**src/rtl/stage4_mem_pkg.sv**
```systemverilog
// Shared types and widths for the memory-access pipeline stage.
package stage4_mem_pkg;

    localparam int unsigned DATA_W = 32;
    localparam int unsigned ADDR_W = 8;
    localparam int unsigned REG_W  = 4;

    typedef enum logic {
        IDLE = 1'b0,
        BUSY = 1'b1
    } state_e;

    typedef struct packed {
        logic              valid;
        logic              RegWrite;
        logic [REG_W-1:0]  D;
        logic [DATA_W-1:0] data;
    } wb_bundle_t;

endpackage

```
**src/rtl/stage4_mem_timeout_ctr.sv**
```systemverilog
// Cycle counter bounding how long an access may wait for mem_ack.
module mem_timeout_ctr #(
    parameter int unsigned MEM_TIMEOUT = 16
) (
    input  logic clk,
    input  logic rst_n,
    input  logic clr_i,
    input  logic en_i,
    output logic tc_o
);

    logic [7:0] cnt_q;
    logic [7:0] cnt_d;

    // Clear takes priority; otherwise count each enabled cycle.
    always_comb begin
        cnt_d = cnt_q;
        if (clr_i) begin
            cnt_d = '0;
        end else if (en_i) begin
            cnt_d = cnt_q + 8'd1;
        end
    end

    // Counter register.
    always_ff @(posedge clk or negedge rst_n) begin
        if (!rst_n) begin
            cnt_q <= '0;
        end else begin
            cnt_q <= cnt_d;
        end
    end

    assign tc_o = (cnt_q == 8'(MEM_TIMEOUT - 1));

endmodule

```
**src/rtl/stage4_mem.sv**
```systemverilog
// Memory-access stage: issues loads/stores over req/ack, stalls upstream
// while an access is outstanding, aborts on timeout, registers writeback.
module stage4_mem
    import stage4_mem_pkg::*;
#(
    parameter int unsigned MEM_TIMEOUT = 16
) (
    input  logic              clk,
    input  logic              rst_n,
    input  logic              in_valid,
    input  logic [DATA_W-1:0] ALU_Result,
    input  logic [REG_W-1:0]  D,
    input  logic [ADDR_W-1:0] address,
    input  logic              RegWrite,
    input  logic              RegInsrc,
    input  logic              DataRead,
    input  logic              DataWrite,
    input  logic              JumpSrc,
    output logic              stall,
    output logic              mem_req,
    output logic              mem_we,
    output logic [ADDR_W-1:0] mem_addr,
    output logic [DATA_W-1:0] mem_wdata,
    input  logic              mem_ack,
    input  logic [DATA_W-1:0] mem_rdata,
    output logic              wb_valid,
    output logic              wb_RegWrite,
    output logic [REG_W-1:0]  wb_D,
    output logic [DATA_W-1:0] wb_data,
    output logic              jump_taken,
    output logic [ADDR_W-1:0] jump_addr,
    output logic              mem_err
);

    state_e            state_q, state_d;
    logic              mem_req_q, mem_req_d;
    logic              mem_we_q, mem_we_d;
    logic [ADDR_W-1:0] mem_addr_q, mem_addr_d;
    logic [DATA_W-1:0] mem_wdata_q, mem_wdata_d;
    wb_bundle_t        wb_q, wb_d;
    logic              jump_taken_q, jump_taken_d;
    logic [ADDR_W-1:0] jump_addr_q, jump_addr_d;
    logic              mem_err_q, mem_err_d;
    // Latched controls; ALU_Result and address live on in mem_wdata_q / mem_addr_q.
    logic              lat_rw_q, lat_rw_d;
    logic              lat_insrc_q, lat_insrc_d;
    logic              lat_js_q, lat_js_d;
    logic [REG_W-1:0]  lat_d_q, lat_d_d;

    logic mem_op;
    logic tc;

    assign mem_op = in_valid & (DataRead | DataWrite);

    mem_timeout_ctr #(
        .MEM_TIMEOUT(MEM_TIMEOUT)
    ) u_ctr (
        .clk   (clk),
        .rst_n (rst_n),
        .clr_i (state_q == IDLE),
        .en_i  ((state_q == BUSY) & ~mem_ack),
        .tc_o  (tc)
    );

    // Upstream stall; released in the ack or abort cycle, and forced low in reset.
    always_comb begin
        stall = 1'b0;
        if (rst_n) begin
            if (state_q == IDLE) begin
                stall = mem_op;
            end else begin
                stall = ~mem_ack & ~tc;
            end
        end
    end

    // Next-state and next-output logic.
    always_comb begin
        state_d      = state_q;
        mem_req_d    = mem_req_q;
        mem_we_d     = mem_we_q;
        mem_addr_d   = mem_addr_q;
        mem_wdata_d  = mem_wdata_q;
        wb_d         = wb_q;
        wb_d.valid   = 1'b0;
        wb_d.RegWrite = 1'b0;
        jump_taken_d = 1'b0;
        jump_addr_d  = jump_addr_q;
        mem_err_d    = mem_err_q;
        lat_rw_d     = lat_rw_q;
        lat_insrc_d  = lat_insrc_q;
        lat_js_d     = lat_js_q;
        lat_d_d      = lat_d_q;
        case (state_q)
            IDLE: begin
                if (mem_op) begin
                    state_d     = BUSY;
                    mem_req_d   = 1'b1;
                    mem_we_d    = DataWrite;
                    mem_addr_d  = address;
                    mem_wdata_d = ALU_Result;
                    lat_rw_d    = RegWrite;
                    lat_insrc_d = RegInsrc;
                    lat_js_d    = JumpSrc;
                    lat_d_d     = D;
                end else begin
                    wb_d.valid    = in_valid;
                    wb_d.RegWrite = in_valid & RegWrite;
                    wb_d.D        = D;
                    wb_d.data     = ALU_Result;
                    jump_taken_d  = in_valid & JumpSrc;
                    jump_addr_d   = address;
                end
            end
            BUSY: begin
                if (mem_ack) begin
                    state_d       = IDLE;
                    mem_req_d     = 1'b0;
                    wb_d.valid    = 1'b1;
                    wb_d.RegWrite = lat_rw_q;
                    wb_d.D        = lat_d_q;
                    wb_d.data     = (lat_insrc_q & ~mem_we_q) ? mem_rdata : mem_wdata_q;
                    jump_taken_d  = lat_js_q;
                    jump_addr_d   = mem_addr_q;
                end else if (tc) begin
                    state_d       = IDLE;
                    mem_req_d     = 1'b0;
                    mem_err_d     = 1'b1;
                    wb_d.valid    = 1'b1;
                    wb_d.D        = lat_d_q;
                    wb_d.data     = mem_wdata_q;
                    jump_addr_d   = mem_addr_q;
                end
            end
            default: state_d = IDLE;
        endcase
    end

    // State and output registers.
    always_ff @(posedge clk or negedge rst_n) begin
        if (!rst_n) begin
            state_q      <= IDLE;
            mem_req_q    <= 1'b0;
            mem_we_q     <= 1'b0;
            mem_addr_q   <= '0;
            mem_wdata_q  <= '0;
            wb_q         <= '0;
            jump_taken_q <= 1'b0;
            jump_addr_q  <= '0;
            mem_err_q    <= 1'b0;
            lat_rw_q     <= 1'b0;
            lat_insrc_q  <= 1'b0;
            lat_js_q     <= 1'b0;
            lat_d_q      <= '0;
        end else begin
            state_q      <= state_d;
            mem_req_q    <= mem_req_d;
            mem_we_q     <= mem_we_d;
            mem_addr_q   <= mem_addr_d;
            mem_wdata_q  <= mem_wdata_d;
            wb_q         <= wb_d;
            jump_taken_q <= jump_taken_d;
            jump_addr_q  <= jump_addr_d;
            mem_err_q    <= mem_err_d;
            lat_rw_q     <= lat_rw_d;
            lat_insrc_q  <= lat_insrc_d;
            lat_js_q     <= lat_js_d;
            lat_d_q      <= lat_d_d;
        end
    end

    assign mem_req     = mem_req_q;
    assign mem_we      = mem_we_q;
    assign mem_addr    = mem_addr_q;
    assign mem_wdata   = mem_wdata_q;
    assign wb_valid    = wb_q.valid;
    assign wb_RegWrite = wb_q.RegWrite;
    assign wb_D        = wb_q.D;
    assign wb_data     = wb_q.data;
    assign jump_taken  = jump_taken_q;
    assign jump_addr   = jump_addr_q;
    assign mem_err     = mem_err_q;

endmodule

```
**config.mk**
```make
export PLATFORM = sky130hd
export DESIGN_NAME = stage4_mem
export DESIGN_NICKNAME = d
export VERILOG_FILES = /design/src/rtl/stage4_mem_pkg.sv /design/src/rtl/stage4_mem_timeout_ctr.sv /design/src/rtl/stage4_mem.sv
export SDC_FILE = /design/constraint.sdc
export NUM_CORES = 1
export LEC_CHECK = 0
export ABC_AREA = 1
export BUFFER_PORTS_ARGS = -buffer_cell sky130_fd_sc_hd__clkbuf_2
export CELL_PAD_IN_SITES_DETAIL_PLACEMENT = 0
export CELL_PAD_IN_SITES_GLOBAL_PLACEMENT = 1
export CORE_ASPECT_RATIO = 1.2
export CORE_MARGIN = 4
export CORE_UTILIZATION = 39
export CTS_BUF_LIST = sky130_fd_sc_hd__clkbuf_4 sky130_fd_sc_hd__clkbuf_8
export CTS_CLUSTER_DIAMETER = 60
export DETAILED_ROUTE_END_ITERATION = 10
export PLACE_DENSITY = 0.86
export SLEW_MARGIN = 20
export SYNTH_ARGS = -nofsm -noshare
export SYNTH_HDL_FRONTEND = slang
export SYNTH_SLANG_ARGS = --single-unit
```
**constraint.sdc**
```tcl
create_clock -name clk -period 4.4 [get_ports clk]
set_input_delay 0.22 -clock clk [delete_from_list [all_inputs] [get_ports clk]]
set_output_delay 0.22 -clock clk [all_outputs]
set_load 0.005 [all_outputs]
```
==> out/qor.txt <==
Final Cycle Share - 51.8%
Hold Crit Start - RegInsrc
CTS root buf - clkbuf_8
Crit-path slowest cell - nor2_8
worst slew pin tran - 874 ps
synthesis-to-layout area growth - 22.5%
Yosys top cell by area - dfrtp_1
Design Power - 2.74 mW
flops & latches, synth - 106
slew margin rel. - 41.6%
area share of the largest cell type after synthesis - 50.9%
maximum buffer depth of the clock tree - 2
Placer Congestion - 0.768
DIE WIDTH - 113 um
Die Y - 135 um
Worst Path Max Fanout - 37
CTS clk-pin slew, worst paths - 100 ps
antenna-violating nets left - 0
Antenna Cells - 0
CP Class - reg -> out
FF-to-FF End - wb_data[26]
first-pass GRT wire length - 22900 um
Post-Syn Instances - 709
Vias - 4738
Synthesis Warnings - 0
worst skew pair latency - 370 ps
CP Capture Type - primary output
CP Cell Sequence - ha_1, nand3_2, nor2_2, nor2_4, nor2_8, nor2_1, clkbuf_2
DP HPWL - 9610 um
arrival time worst endpoint - 2060 ps
FF-to-FF Start - state_q
share of layout cells above drive strength 1 - 24.2%
critical path depth in cells - 7
worst hold slack - 46.2 ps
PostCTS Resize Cnt - 0
Seq. cell area - 2650 um2
total wire length - 14000 um
largest net degree at the start of global routing - 72
Post-CTS Setup Repair Bufs - 0
fill count - 1403
P_leak - 3.79 nW
Post-Route Setup TNS - 0 ps
TritonCTS Buffers - 9
IO Pins - 176
nets@finish - 954
vias per inst - 4.55
Yosys cell types - 24
syn avg cell area - 7.34 um2
initial drt markers - 270
Cell Pwr Density - 430 nW/um2
Worst Skew - 11.7 ps
Multi-input gate area - 2060 um2
Max IR drop VDD - 0.216 mV
GRT Util Overall - 18.6%
Min Clock Period, post-route - 2280 ps
CP peak stage delay - 410 ps
GRT overflow - 0
Max Cap Viol - 0
drt first pass iters - 4
Die Footprint - 15300 um2
status - finished, final reports clean
Worst Hold Endpoint - lat_insrc_q
drt wl/cell - 13.5 um
Largest delay share family, worst path - simple AND/OR/NAND/NOR gates
initial antenna violation count - 0
CTS tree - yes
CTS sink cnt - 106
DRC Markers - 0
Starting Density - 39.7%
post-route cell area - 6380 um2
Worst Path Buf+Inv - 1
unrepaired setup endpoints after global routing - false
HP Class - in -> reg
final cell count without fillers - 1041
vias in the first global route - 4461
port buffer count - 175
Netlist Area Pre-Place - 5210 um2
placeable core area - 13100 um2
Area after DPL - 6170 um2
final setup vio count - 0
ranking of synthesized cells by area - dfrtp_1, nand2_1, inv_1
Seq/Total Area, Yosys - 50.9%
Post-Syn Nets - 795
Slew Viols, Final - 0
Setup crit start kind - flop
fmax - 439 MHz
CP required - 4180 ps
final hold vios - 0
# placed instances - 1024
cells on worst reg2reg path - 6
register-to-register setup slack - 2440 ps
WHS Path Cells - 3
# H-tree levels - 3
Row Count - 46
==> logic make-up (layout without fill, tap and decap cells) <==
group	count (synthesis)	after routing	synth area share (%)
simple gates	420	420	32.9
buf+inv	119	283	9.42
flops	106	106	50.9
compound gates	63	63	6.44
fa+ha+maj	1	1	0.240
==> Yosys cell counts <==
master      n
nand2_1   348
dfrtp_1   106
inv_1      84
o21ai_0    56
nand3_1    44
buf_2      17
nor2_1     14
clkbuf_1    8
buf_4       6
nor2_4      4
a21oi_1     3
nor2_2      3
buf_1       2
inv_2       2
nand2_4     2
nand4_1     2
a21o_1      1
a22o_1      1
a22oi_1     1
ha_1        1
nand3_2     1
nor2_8      1
nor3b_1     1
o21ai_4     1
==> timing repair <==
action                                  CTS  global route
hold endpoints to repair                 57             0
endpoints found under the setup margin    0             0
hold buffers                              1             0
==> worst max path at each step <==
stage | startpoint | end | slack (ps)
global route | u_ctr.cnt_q[1] | stall | 1860
finish | u_ctr.cnt_q[1] | stall | 2120
global placement | mem_we | wb_data[30] | 2440
CTS | u_ctr.cnt_q[1] | stall | 2030
floorplan | u_ctr.cnt_q[1] | stall | 2930
detailed placement | state_q | wb_data[26] | 2400
==> worst register-to-register path: cells and delay by family, from the launching register on <==
kind | cells | cell delay [ps]
flip-flops | 1 | 420
buffers and inverters | 1 | 340
AND/OR/NAND/NOR | 5 | 1150
==> per-layer routing <==
layer,vias up,track usage (%),share of wire [%]
met5,-,0,0
met2,128,29.8,48
li1,2456,-,-
met4,0,4.41,1.1
met3,10,4.26,5.7
met1,2144,25.8,46
==> sequential cells by signal, summed over array words and instances (netlist names), 4 cells and up <==
signal and count:
jump_addr 8, wb_data 32, mem_wdata 32, mem_addr 8, wb_D 4, u_ctr.cnt_q 8, lat_d_q 4
==> area by class of cell <==
| cell class | instances | share of cell area [%] |
|---|---|---|
| Multi-Input combinational cell | 484 | 32.3 |
| Sequential cell | 106 | 41.6 |
| Tap cell | 168 | 3.30 |
| Timing Repair Buffer | 181 | 14.5 |
| Clock inverter | 6 | 1.02 |
| Clock buffer | 10 | 2.16 |
| Inverter | 86 | 5.06 |
==> placed cells by master (no fill, tap or decap), drive strengths merged <==
cell / count
nand2: 350
a22o: 1
nor2: 22
o21ai: 57
dlygate4sd3: 1
buf: 6
clkinvlp: 1
a21o: 1
nand4: 2
ha: 1
a21oi: 3
dfrtp: 106
a22oi: 1
inv: 87
nor3b: 1
clkinv: 3
clkbuf: 184
bufinv: 1
nand3: 45
==> metrics by stage <==
stage | utilization [%] | worst slack, ps
final | 48.6 | 2120
after global routing | 48.6 | 1860
after CTS | 48.6 | 2030
after detailed placement | 47.0 | 2400
after global placement | 47.0 | 2440
after floorplan | - | 2930
==> report_power, final <==
group,leakage (nW),switching (mW),internal (mW)
clock,0.103,0.352,0.280
combinational,2.35,0.468,0.321
sequential,1.33,0.134,1.18
total,3.79,0.955,1.79
(Power assumes the default switching activity.)
